<file path="config.mk">
export PLATFORM = sky130hd
export DESIGN_NAME = servo_pwm_decoder
export DESIGN_NICKNAME = d
export VERILOG_FILES = /design/src/rtl/servo_pkg.sv /design/src/rtl/servo_pwm_decoder_sync.sv /design/src/rtl/servo_pwm_decoder.sv
export SDC_FILE = /design/constraint.sdc
export NUM_CORES = 1
export LEC_CHECK = 0
export ABC_AREA = 1
export CAP_MARGIN = 20
export CORE_UTILIZATION = 59
export DETAILED_ROUTE_END_ITERATION = 7
export GPL_ROUTABILITY_DRIVEN = 0
export PLACE_DENSITY = 0.8
export SLEW_MARGIN = 20
export SYNTH_ARGS = -nofsm -noshare
export SYNTH_HDL_FRONTEND = slang
export SYNTH_HIERARCHICAL = 1
export SYNTH_SLANG_ARGS = --single-unit
</file>
<file path="constraint.sdc">
create_clock -name clk -period 1.92 [get_ports clk]
set_clock_uncertainty 0.15 [all_clocks]
set_input_delay 0.288 -clock clk [delete_from_list [all_inputs] [get_ports clk]]
set_output_delay 0.288 -clock clk [all_outputs]
set_load 0.05 [all_outputs]
</file>
<file path="src/rtl/servo_pkg.sv">
// Shared definitions for the servo PWM link: decoder states, nominal timing
// constants shared with the generator, and position code values.
package servo_pkg;

  typedef enum logic [1:0] {
    S_ARM  = 2'd0,
    S_LOW  = 2'd1,
    S_HIGH = 2'd2
  } state_e;

  localparam int unsigned SERVO_PERIOD_CYC  = 1_000_000;
  localparam int unsigned SERVO_W0_CYC      = 50_000;
  localparam int unsigned SERVO_W1_CYC      = 150_000;
  localparam int unsigned SERVO_W2_CYC      = 250_000;
  localparam int unsigned SERVO_TOL_CYC     = 5_000;
  localparam int unsigned SERVO_TIMEOUT_CYC = 2_000_000;
  localparam int unsigned SERVO_CNT_W       = 21;

  localparam logic [1:0] POS_0 = 2'b00;
  localparam logic [1:0] POS_1 = 2'b01;
  localparam logic [1:0] POS_2 = 2'b10;

  // True when the three tolerance windows are strictly separated.
  function automatic logic windows_disjoint(input int unsigned w0, input int unsigned w1,
                                            input int unsigned w2, input int unsigned tol);
    return (w0 >= tol) && (w0 + tol < w1 - tol) && (w1 + tol < w2 - tol);
  endfunction

endpackage

</file>
<file path="src/rtl/servo_pwm_decoder_sync.sv">
// 2-FF synchronizer with registered rise/fall pulses; level is time-aligned
// with the pulses so downstream logic sees a consistent view of the pin.
module servo_sync_edge #(
  parameter logic RST_VAL = 1'b1
) (
  input  logic clk,
  input  logic rst,
  input  logic din,
  output logic level,
  output logic rise,
  output logic fall
);

  logic meta;
  logic s;
  logic s_d;

  always_ff @(posedge clk) begin
    if (rst) begin
      meta <= RST_VAL;
      s    <= RST_VAL;
      s_d  <= RST_VAL;
      rise <= 1'b0;
      fall <= 1'b0;
    end else begin
      meta <= din;
      s    <= meta;
      s_d  <= s;
      rise <= s & ~s_d;
      fall <= ~s & s_d;
    end
  end

  assign level = s_d;

endmodule

</file>
<file path="src/rtl/servo_pwm_decoder.sv">
// Servo PWM receiver: measures pulse high time, decodes it to a 2-bit
// position code, and flags out-of-range pulses, stuck-high input and signal loss.
module servo_pwm_decoder
  import servo_pkg::*;
#(
  parameter int unsigned PERIOD_CYC  = SERVO_PERIOD_CYC,
  parameter int unsigned W0_CYC      = SERVO_W0_CYC,
  parameter int unsigned W1_CYC      = SERVO_W1_CYC,
  parameter int unsigned W2_CYC      = SERVO_W2_CYC,
  parameter int unsigned TOL_CYC     = SERVO_TOL_CYC,
  parameter int unsigned TIMEOUT_CYC = SERVO_TIMEOUT_CYC,
  parameter int unsigned CNT_W       = SERVO_CNT_W
) (
  input  logic             clk,
  input  logic             rst,
  input  logic             servo_i,
  output logic [1:0]       pos_o,
  output logic [CNT_W-1:0] width_o,
  output logic             pos_valid_o,
  output logic             range_err_o,
  output logic             stuck_o,
  output logic             lost_o
);

  if (!windows_disjoint(W0_CYC, W1_CYC, W2_CYC, TOL_CYC)) begin : g_bad_windows
    $error("servo_pwm_decoder: decode windows overlap");
  end
  if (64'(TIMEOUT_CYC) >= (64'd1 << CNT_W)) begin : g_bad_cnt_w
    $error("servo_pwm_decoder: CNT_W too narrow for TIMEOUT_CYC");
  end

  localparam logic [CNT_W-1:0] LO0         = CNT_W'(W0_CYC - TOL_CYC);
  localparam logic [CNT_W-1:0] HI0         = CNT_W'(W0_CYC + TOL_CYC);
  localparam logic [CNT_W-1:0] LO1         = CNT_W'(W1_CYC - TOL_CYC);
  localparam logic [CNT_W-1:0] HI1         = CNT_W'(W1_CYC + TOL_CYC);
  localparam logic [CNT_W-1:0] LO2         = CNT_W'(W2_CYC - TOL_CYC);
  localparam logic [CNT_W-1:0] HI2         = CNT_W'(W2_CYC + TOL_CYC);
  localparam logic [CNT_W-1:0] PERIOD_MAX  = CNT_W'(PERIOD_CYC);
  localparam logic [CNT_W-1:0] TIMEOUT_MAX = CNT_W'(TIMEOUT_CYC);

  logic level;
  logic rise;
  logic fall;

  // Pipeline resets high so a pin already high at reset release looks like
  // a pulse in progress and is skipped by the arming state.
  servo_sync_edge #(
    .RST_VAL(1'b1)
  ) u_sync (
    .clk  (clk),
    .rst  (rst),
    .din  (servo_i),
    .level(level),
    .rise (rise),
    .fall (fall)
  );

  state_e           state;
  logic [CNT_W-1:0] width_cnt;
  logic [CNT_W-1:0] per_cnt;
  logic             hit0;
  logic             hit1;
  logic             hit2;

  always_comb begin
    hit0 = (width_cnt >= LO0) && (width_cnt <= HI0);
    hit1 = (width_cnt >= LO1) && (width_cnt <= HI1);
    hit2 = (width_cnt >= LO2) && (width_cnt <= HI2);
  end

  always_ff @(posedge clk) begin
    if (rst) begin
      state       <= S_ARM;
      width_cnt   <= '0;
      per_cnt     <= '0;
      pos_o       <= POS_0;
      width_o     <= '0;
      pos_valid_o <= 1'b0;
      range_err_o <= 1'b0;
      stuck_o     <= 1'b0;
      lost_o      <= 1'b1;
    end else begin
      pos_valid_o <= 1'b0;
      range_err_o <= 1'b0;
      stuck_o     <= 1'b0;

      // A rising edge beats a coincident timeout; a good decode clears lost_o
      // below because its later assignment takes precedence.
      if (state != S_ARM) begin
        if (state == S_LOW && rise) begin
          per_cnt <= '0;
        end else if (per_cnt != TIMEOUT_MAX) begin
          per_cnt <= per_cnt + 1'b1;
          if (per_cnt == TIMEOUT_MAX - 1'b1) lost_o <= 1'b1;
        end
      end

      case (state)
        S_ARM: begin
          if (!level) state <= S_LOW;
        end
        S_LOW: begin
          if (rise) begin
            width_cnt <= CNT_W'(1);
            state     <= S_HIGH;
          end
        end
        S_HIGH: begin
          if (fall) begin
            state   <= S_LOW;
            width_o <= width_cnt;
            if (hit0 || hit1 || hit2) begin
              pos_o       <= hit0 ? POS_0 : (hit1 ? POS_1 : POS_2);
              pos_valid_o <= 1'b1;
              lost_o      <= 1'b0;
            end else begin
              range_err_o <= 1'b1;
            end
          end else if (width_cnt == PERIOD_MAX - 1'b1) begin
            stuck_o   <= 1'b1;
            width_cnt <= PERIOD_MAX;
            state     <= S_ARM;
          end else begin
            width_cnt <= width_cnt + 1'b1;
          end
        end
        default: state <= S_ARM;
      endcase
    end
  end

endmodule

</file>
==> summary.txt <==
Final layout
  – Non-Filler Instances: 788
  – Final Util: 74.2%
  – N_diodes: 0
  – Area of the multi-input gates: 2390 sq um
  – Layout cell share with drive strength beyond 1: 18.8%
  – FF+latch area: 1530 sq um
  – Layout Nets: 694
  – Area grow syn2layout: 20.4%
  – Fillers: 571

Placement
  – Dpl cells: 772
  – Buffers on Ports: 29
  – Place WS: -0.00821 ns
  – Post-DP HPWL: 8.64 mm

Routing
  – First-pass iteration count of the detailed router: 5
  – Drt wl/cell: 15.2 microns
  – Vias per cell: 5.80
  – Drt first-iter violations: 527
  – Detail Route Antenna Nets: 0
  – Via count: 4570
  – Remaining DRCs: 0
  – Drt total wl: 12.0 mm

Yosys
  – Mapped Area: 4210 sq um
  – Synth Register Bits: 76
  – Post-synthesis instance total: 635
  – Yosys warnings: 6
  – Post-synthesis async set-or-reset flop share: 0%
  – Main area contributors after synthesis: dfxtp_1, nand2_1, a21oi_1
  – Most frequent cell after synthesis: nand2_1
  – Synth Flop Type: dfxtp_1
  – Yosys cell types: 39
  – Average cell area after synthesis: 6.63 sq um
  – Leading area contributor after synthesis: dfxtp_1
  – Post-synth EDFFs: 0
  – Area share of the largest cell type after synthesis: 36.2%
  – Most frequent cells after synthesis: nand2_1, dfxtp_1, nor2_1
  – Syn_nets: 642
  – Seq/Total Area, Yosys: 36.2%

Timing
  – Final number of setup-violating endpoints: 0
  – Final hold viol count: 0
  – Final TNS setup: 0 ns
  – Period utilisation layout: 94.4%
  – Period minus WS final: 1.81 ns
  – Relative slew slack: 65.8%
  – Final Worst Setup Slack: 0.108 ns
  – Slew Viols, Final: 0
  – Slew @ Worst Pin: 0.513 ns
  – Max Clock Freq: 552 MHz

Setup path
  – Worst endpoint data arrival time: 1.91 ns
  – CP endpoint kind: register
  – Worst path required time: 2.02 ns
  – Crit Path Category: reg -> reg
  – Reg2reg start: per_cnt[0]
  – Worst setup startpoint: per_cnt[0]
  – CP max FO: 20
  – CP Launch Type: register

CTS
  – Clk_lat worst skew: 0.36 ns
  – Root buf cell: clkbuf_8
  – Post-CTS Setup Bufs: 0
  – Reg clk slew, reported paths: 0.08 ns
  – CTS H-Tree Depth: 3
  – TritonCTS buffer count: 9
  – CTS tree: built
  – Clock tree buffer depth: 2
  – Sink Count: 76

GRT
  – Initial antenna violation count: 0
  – Total GRT Usage: 32.5%
  – Grt ovf: 0
  – First-pass GRT wire length: 18.8 mm
  – Largest net degree at the start of global routing: 32
  – Vias in the first global route: 3988

Power and ir drop
  – Peak supply drop: 0.528 mV
  – Leakage power: 2.13 nW
  – Net Sw Frac: 22.2%
  – Combinational Power Share: 3.1%
  – Sequential share of power: 52.7%
  – Power Density: 596 nW/um^2
  – Clock Power Share: 44.2%
  – Tot Pwr: 3.02 mW
  – Internal: 2.35 mW
  – Sw power: 0.671 mW

Min path
  – HP Class: reg -> reg
  – Hold_sp: u_sync/meta

Floorplan
  – Die area: 7470 sq um
  – Die height: 86.5 microns
  – Die W: 86.5 microns
  – IO Pins: 30
  – Core area: 6830 sq um
  – Initial Util: 61.6%
  – Rows: 30

Flow run
  – MaxCap Viol Count: 0

Outcome
  – Status: finished clean
## repair_timing
item,4_1_cts,5_1_grt
resized for setup,10,38
hold buffers,0,0
pin swaps,0,0
endpoints found under the setup margin,11,37
## power groups by stage
stage | clock network, mW | registers [mW] | logic, mW
after floorplan | 0 | 1.63 | 0.0561
after global placement | 0 | 1.63 | 0.0880
after CTS | 1.34 | 1.59 | 0.0907
final | 1.33 | 1.59 | 0.0943
after detailed placement | 0 | 1.63 | 0.0900
after global routing | 1.42 | 1.59 | 0.101
## metal layers
layer	vias to the layer above	share of wire, %	GRT usage (%)
met5	-	0	0
met4	0	3.0	15.3
met3	46	9.7	6.38
met2	274	45	50.1
met1	2045	43	44.0
li1	2205	-	-
## worst max-delay path, stage by stage (launching register included)
cell and delay (ns):
dfxtp_1 0.40, inv_1 0.11, ha_1 0.20, nand3_1 0.08
nor2_1 0.05, nand3_1 0.08, nand2_2 0.09, buf_8 0.17
o21ai_0 0.24, a21oi_1 0.11
## worst paths after layout
check | endpoint | slack [ns] | depth (start not counted)
min reg2reg | u_sync/s | 0.27 | 1
max | per_cnt[3] | 0.11 | 9
max reg2reg | per_cnt[3] | 0.11 | 9
min | u_sync/s | 0.27 | 1
## through the flow
stage | hold WS [ns] | instance area (sq um)
3_3_place_gp | 0.244 | 4750
6_report | 0.272 | 5070
2_1_floorplan | 0.210 | 4210
3_5_place_dp | 0.248 | 4750
5_1_grt | 0.303 | 5070
4_1_cts | 0.275 | 4960
## cells by family after synthesis
family	Yosys count	share of synthesized area, %
simple gates	332	36.8
compound gates	118	14.8
buf+inv	96	9.13
flops	76	36.2
xor+xnor	9	1.87
fa+ha+maj	4	1.19
## sequential cells by signal (all words and copies together), names as in the netlist
signal and flops:
per_cnt 21, width_cnt 21, width_o 21, pos_o 2, state 2, lost_o 1
pos_valid_o 1, range_err_o 1, stuck_o 1, u_sync/fall 1, u_sync/level 1, u_sync/meta 1
u_sync/rise 1, u_sync/s 1
## layout by cell type (no fill, tap or decap), drive strengths merged, types with 4 or more instances in the layout
master,instances
ha,4
a21oi,63
clkbuf,10
nor3,32
nor2,79
xor2,8
o21ai,43
nand3,45
nand2,143
nand4,24
inv,75
buf,50
dfxtp,76
dlygate4sd2,8
## final cells by class
class	count	share of cell area, %
tap	96	2.37
sequential	76	30.3
multi-input combinational	463	47.1
inverter	75	5.66
clock buffer	10	2.52
timing repair buffer	62	10.3
clock inverter	6	1.75
No activity file was read; power rests on OpenSTA's default activity.
